==> config.mk <==
export PLATFORM = sky130hd
export DESIGN_NAME = spi_slave_tx_ctrl
export DESIGN_NICKNAME = d
export VERILOG_FILES = /design/src/rtl/spi_slave_tx_ctrl.sv
export SDC_FILE = /design/constraint.sdc
export NUM_CORES = 1
export LEC_CHECK = 0
export CORE_MARGIN = 2
export CORE_UTILIZATION = 57
export DETAILED_ROUTE_END_ITERATION = 8
export DONT_BUFFER_PORTS = 1
export HOLD_SLACK_MARGIN = 0.06
export PLACE_DENSITY = 0.74
export SETUP_SLACK_MARGIN = 0.2
export SLEW_MARGIN = 0
export SYNTH_ARGS = -nofsm -noshare
export SYNTH_HDL_FRONTEND = slang
export SYNTH_SLANG_ARGS = --single-unit
==> constraint.sdc <==
create_clock -name sclk -period 2.9 [get_ports sclk]
set_input_delay 0.87 -clock sclk [delete_from_list [all_inputs] [get_ports sclk]]
set_output_delay 0.87 -clock sclk [all_outputs]
set_load 0.01 [all_outputs]
==> src/rtl/spi_slave_tx_ctrl.sv <==
// Transmit sequencer for the SPI slave shifter.
// Takes a read command, waits out the dummy phase, then feeds 32-bit words
// from the TX FIFO to the shifter with no gap between words.
// The whole block runs on sclk. Chip select high (inactive) is its reset.
//
// state | meaning
// IDLE  | waiting for a read command
// DUMMY | counting dummy sclk cycles before the first word
// LOAD  | first word slot, loads the shifter unconditionally
// SHIFT | shifter busy; chains the next word in the cycle of tx_done
module spi_slave_tx_ctrl #(
  parameter int LEN_W   = 16,
  parameter int DUMMY_W = 8
) (
  input  logic               sclk,
  input  logic               cs,
  input  logic               cmd_start,
  input  logic [LEN_W-1:0]   cmd_len,
  input  logic [DUMMY_W-1:0] cmd_dummy,
  input  logic               cmd_quad,
  input  logic [31:0]        fifo_data,
  input  logic               fifo_valid,
  output logic               fifo_pop,
  output logic [31:0]        tx_data,
  output logic               tx_data_valid,
  output logic [7:0]         tx_counter_in,
  output logic               tx_counter_upd,
  output logic               tx_en_quad,
  input  logic               tx_done,
  output logic               busy,
  output logic               underrun
);

  typedef enum logic [1:0] {
    IDLE  = 2'd0,
    DUMMY = 2'd1,
    LOAD  = 2'd2,
    SHIFT = 2'd3
  } state_t;

  state_t             state_q, state_d;
  logic [LEN_W-1:0]   words_left_q, words_left_d;
  logic [DUMMY_W-1:0] dummy_cnt_q, dummy_cnt_d;
  logic               quad_q, quad_d;
  logic               busy_q, busy_d;
  logic               underrun_q, underrun_d;
  logic               load;

  // Next-state logic; 'load' marks a word slot handed to the shifter this cycle.
  always_comb begin
    state_d      = state_q;
    words_left_d = words_left_q;
    dummy_cnt_d  = dummy_cnt_q;
    quad_d       = quad_q;
    underrun_d   = underrun_q;
    load         = 1'b0;

    case (state_q)
      IDLE: begin
        // A zero-length command is dropped entirely, nothing gets latched.
        if (cmd_start && (cmd_len != '0)) begin
          words_left_d = cmd_len;
          dummy_cnt_d  = cmd_dummy;
          quad_d       = cmd_quad;
          state_d      = (cmd_dummy != '0) ? DUMMY : LOAD;
        end
      end
      DUMMY: begin
        if (dummy_cnt_q != '0) begin
          dummy_cnt_d = dummy_cnt_q - DUMMY_W'(1);
        end
        if (dummy_cnt_q <= DUMMY_W'(1)) begin
          state_d = LOAD;
        end
      end
      LOAD: begin
        load    = 1'b1;
        state_d = SHIFT;
      end
      SHIFT: begin
        if (tx_done) begin
          if (words_left_q != '0) begin
            load = 1'b1;
          end else begin
            state_d = IDLE;
          end
        end
      end
      default: state_d = IDLE;
    endcase

    // An empty-FIFO slot still consumes a word of the count.
    if (load && (words_left_q != '0)) begin
      words_left_d = words_left_q - LEN_W'(1);
    end
    if (load && !fifo_valid) begin
      underrun_d = 1'b1;
    end

    busy_d = (state_d != IDLE);
  end

  // State and latched command fields; cs high clears everything at once.
  always_ff @(posedge sclk or posedge cs) begin
    if (cs) begin
      state_q      <= IDLE;
      words_left_q <= '0;
      dummy_cnt_q  <= '0;
      quad_q       <= 1'b0;
      busy_q       <= 1'b0;
      underrun_q   <= 1'b0;
    end else begin
      state_q      <= state_d;
      words_left_q <= words_left_d;
      dummy_cnt_q  <= dummy_cnt_d;
      quad_q       <= quad_d;
      busy_q       <= busy_d;
      underrun_q   <= underrun_d;
    end
  end

  // Load strobes are combinational so a word can chain in the tx_done cycle.
  always_comb begin
    tx_data_valid  = load;
    tx_counter_upd = load;
    fifo_pop       = load && fifo_valid;
    tx_data        = (load && fifo_valid) ? fifo_data : 32'h0;
    tx_counter_in  = quad_q ? 8'd7 : 8'd31;
    tx_en_quad     = quad_q;
    busy           = busy_q;
    underrun       = underrun_q;
  end

endmodule

# Yosys cells after proc, flatten, opt, wreduce, memory -nomap -nowiden
# Index checks and enable logic that the tools add are counted.
# classes
n_addsub,2
eq_ne,5
order_cmp,1
muxes,17
reduce_logical,17
# ops
op,n
two-way mux 16 bit,3
two-way mux 32 bit,1
nonzero test 16 bit,2
two-way mux 8 bit,2
case mux 8 bit (2 select lines),1
nonzero test 8 bit,2
"subtractor 16 x 1 -> 16 bit, second input constant",1
two-way mux 2 bit,5
"less-or-equal comparator 8 x 1 -> 1 bit, second input constant",1
case mux 2 bit (4 select lines),1
nonzero test 2 bit,4
"subtractor 8 x 1 -> 8 bit, second input constant",1
two-way mux 5 bit,1
"equality test 2 bit, second input constant",2
logical AND 1 bit,4
"inequality test 2 bit, second input constant",2
AND reduction 2 bit,2
AND reduction 3 bit,1
"equality test 2 x 1 -> 1 bit, second input constant",1
zero test 2 bit,1
two-way mux 1 bit,2
case mux 1 bit (2 select lines),1
zero test 1 bit,1
# totals
word_cells,48
regBits,29
out_inout_bits,46
input_bits,62

# Depth between registers and ports, before layout
# Gate-level depths: netlist (run 1).
# depth
depth_word,7
ltp_mapped,9

# Worst setup path after synthesis (run 1)
# OpenSTA, ideal clock, no wires.
# synth_timing
path_kind,register to output
from,register words_left_q[0]
to,output port tx_data[22]
stages_incl_launch_ff,10
setup_slack_ps,-315
path_buffers,2
t_required_ps,2030
arrival_ps,2345
cell_sequence,dfrtp_1 > inv_1 > ha_1 > or4b_1 > clkbuf_1 > nor4_4 > o21ai_1 > and3_1 > clkbuf_1 > and2_1
# synth_between
elab_chain_len,6
# synth_rtl
item,line,source
from (decl),42,"logic [LEN_W-1:0] words_left_q, words_left_d;"
from (signal assigned),114,words_left_q <= words_left_d;
nonzero test 16 bit,82,if (words_left_q != '0) begin
two-way mux 1 bit,82,
two-way mux 1 bit,81,if (tx_done) begin
case mux 1 bit (2 select lines),58,case (state_q)
logical AND 1 bit,-,
net fifo_pop,23,"output logic fifo_pop,"
two-way mux 32 bit,127,tx_data = (load && fifo_valid) ? fifo_data : 32'h0;
to (decl),24,"output logic [31:0] tx_data,"
# The timed path passes the listed nets, and every way through them passes these cells.

# Worst setup path in the final report (run 1)
# layout_timing
from,register words_left_q[10]
to,output port tx_data[1]
# layout_between
elab_chain_len,6
# layout_rtl
item,line
nonzero test 16 bit,82
two-way mux 1 bit,82
two-way mux 1 bit,81
case mux 1 bit (2 select lines),58
logical AND 1 bit,127
two-way mux 32 bit,127
# Every way passes these cells.

==> results_dict.tcl, run 1 <==
set metrics [dict create \
    status "finished with violations" \
    violations "setup timing" \
    skew_ns 0.00837 \
    antenna_found_initial 0 \
    yosysTopAreaCellShare_pct 34.6 \
    io_pins 108 \
    area_growth_pct 18.4 \
    grt_pass1_vias 1876 \
    finalCriticalPeriod_ns 3.02 \
    regToRegEndpoint "words_left_q[6]" \
    floorplan.initialDensity_pct 58.2 \
    worstSetupPathType "flip-flop to primary output" \
    hold_start "words_left_q[15]" \
    slew_viol_final 0 \
    synth-edff-count 0 \
    arrival_ns 2.15 \
    grt_overflow 0 \
    hold_class "flip-flop to flip-flop" \
    rsz0062_at_grt "yes" \
    cts_root_buf "clkbuf_8" \
    first_pass_iters 5 \
    fp.coreArea_um2 3610 \
    startpoint_type "flip-flop" \
    synth_area_leaders "dfrtp_1 (35%), and2_1 (10%), nor2_1 (4.1%)" \
    p_leak_nw 1.08 \
    die-area_um2 4180 \
    ctsHoldBuffers 0 \
    ys_warn_count 0 \
    clk_latency_ns 0.29 \
    ant_nets 0 \
    vdd_ir_drop_max_v 0.000344 \
    seq_area_frac_synth_pct 34.6 \
    syn-cell-area_um2 2100 \
    place_congestion 0.835 \
    port_buffers 0 \
    clock-sinks 29 \
    cp-end-kind "primary output" \
    antennaDiodeCount 0 \
    finalSetupViolations 35 \
    setup_tns_ns -3.28 \
    drcViolationCount 0 \
    cts.htree.levels 2 \
    min_to "words_left_q[15]" \
    drive_above_1_share_pct 28.3 \
    max_cap_viol_count 0 \
    clk_path_buf_depth 2 \
    rows 22 \
    ys_ff_latch 29 \
    async_reset_ff_share_pct 100 \
    finalWorstSetupSlack_ns -0.119 \
    fmax_ghz 0.331 \
    r2r_setup_slack_ns 0.36 \
    grt_util_all_layers_pct 29.5 \
    power_density_nw_per_um2 528 \
    vias_per_cell 6.49 \
    die_w_um 64.7 \
    tightest_slew_ns 0.710 \
    post-route-period-util_pct 104 \
    mostFrequentLayoutCells "and2_4 (33), dfrtp_1 (29), nor2_1 (23)" \
    cts_tree "built" \
    final_area_um2 2480 \
    hold-path-cell-count 2 \
    die_h_um 64.7 \
    final_common_cell "and2_4" \
    grt_pass1_wl_um 9320 \
    fillerInstances 309 \
    hold_viol 0 \
    r2r-start "words_left_q[10]" \
    slew_headroom_pct 52.0 \
    syn_area_per_cell_um2 8.20 \
    dr_total_vias 2078 \
    ys_types 50 \
    cts_buffers 5 \
    grt_max_degree 30 \
    cp_max_fo 6 \
    synth_flop_cell "dfrtp_1" \
    path_clk_slew_ns 0.06 \
    detail_route.wl_per_cell_um 18.8 \
    synthCells 256 \
    r2r_cells 6 \
    detailed_place_hpwl_um 4210 \
    placed_cell_area_um2 2250 \
    nets 338 \
    wl_um 6010 \
    drt_iter0_drc 170 \
    yosysTopAreaCell "dfrtp_1" \
    required_ns 2.03 \
]
flip-flops by register name, indices dropped and copies added (netlist names):
name,flops
busy,1
dummy_cnt_q,8
state_q,2
tx_en_quad,1
underrun,1
words_left_q,16
worst max-delay path by stage:
| stage | end | slack [ns] | start |
|---|---|---|---|
| finish | tx_data[1] | -0.12 | words_left_q[10] |
| global route | tx_data[1] | -0.18 | words_left_q[10] |
| CTS | tx_data[21] | -0.13 | words_left_q[1] |
| detailed placement | tx_data[1] | 0.08 | words_left_q[1] |
| global placement | tx_data[31] | 0.12 | words_left_q[1] |
| floorplan | tx_data[22] | -0.14 | words_left_q[0] |
critical path, cell delays in order (launching register included):
cell     delay (ns)
dfrtp_1        0.41
or4_4          0.54
nor4_4         0.37
o21ai_4        0.13
and3_4         0.23
and2_4         0.17
cells in the mapped netlist, drive strengths merged (4+ instances only):
| master | number |
|---|---|
| nor4 | 6 |
| dfrtp | 29 |
| o21ai | 16 |
| a221o | 6 |
| inv | 11 |
| a21oi | 16 |
| o22a | 4 |
| nor2 | 23 |
| clkbuf | 11 |
| and2 | 35 |
| buf | 11 |
| ha | 4 |
| nor3 | 10 |
| a21o | 5 |
| nand2 | 16 |
| or4 | 7 |
through the flow:
step	utilization (%)	power [W]	worst slack, ns	hold WS [ns]	cells
finish	68.9	0.00131	-0.119	0.519	320
CTS	66.8	0.00127	-0.132	0.510	314
global placement	62.3	0.000869	0.123	0.475	301
global route	68.9	0.00138	-0.176	0.548	320
detailed placement	62.3	0.000875	0.0837	0.496	301
floorplan	-	0.000782	-0.138	0.457	260
cell families (layout without fill, tap and decap cells):
logic type | count (synthesis) | in the layout | synth area share (%)
AO/OA/AOI/OAI | 72 | 72 | 23.9
flip-flops | 29 | 29 | 34.6
multiplexers | 1 | 1 | 0.477
buffers and inverters | 33 | 41 | 7.69
other | 2 | 6 | 0.358
adder cells (fa/ha/maj) | 4 | 4 | 2.39
AND/OR/NAND/NOR | 115 | 119 | 30.6
report_power, final:
part           internal, W  switching (W)
Combinational     0.000235       0.000230
Sequential        0.000459      0.0000407
Clock             0.000188       0.000158
Total             0.000882       0.000429
area by class of cell:
class	instances	area [um2]	share of cell area (%)
clock buffer	7	86.3	3.48
tap	48	60.1	2.42
inverter	11	41.3	1.66
multi-input combinational	202	1390	56.1
timing repair buffer	23	176	7.10
sequential	29	726	29.2
repair_timing:
| item | CTS | global route |
|---|---|---|
| setup endpoints to repair | 35 | 35 |
| gates cloned | 3 | 1 |
| buffers inserted | 3 | 5 |
| gates resized for setup | 10 | 8 |
| pin swaps | 1 | 4 |
metal layers:
metal	share of wire, %	track usage [%]	vias to the layer above
li1	-	-	950
met1	40	39.1	984
met2	47	45.8	131
met3	10	9.03	13
met4	1.8	10.4	0
met5	0	0	-
Note: power is estimated with default switching activity, not from simulation.
==> run 2, diff against run 1 <==
--- a/config.mk
+++ b/config.mk
@@ -5,6 +5,7 @@
 export SDC_FILE = /design/constraint.sdc
 export NUM_CORES = 1
 export LEC_CHECK = 0
+export CAP_MARGIN = 20
 export CORE_MARGIN = 2
 export CORE_UTILIZATION = 57
 export DETAILED_ROUTE_END_ITERATION = 8
==> results of run 2 <==
The final DEF is identical to that of run 1; final timing and power are the same.
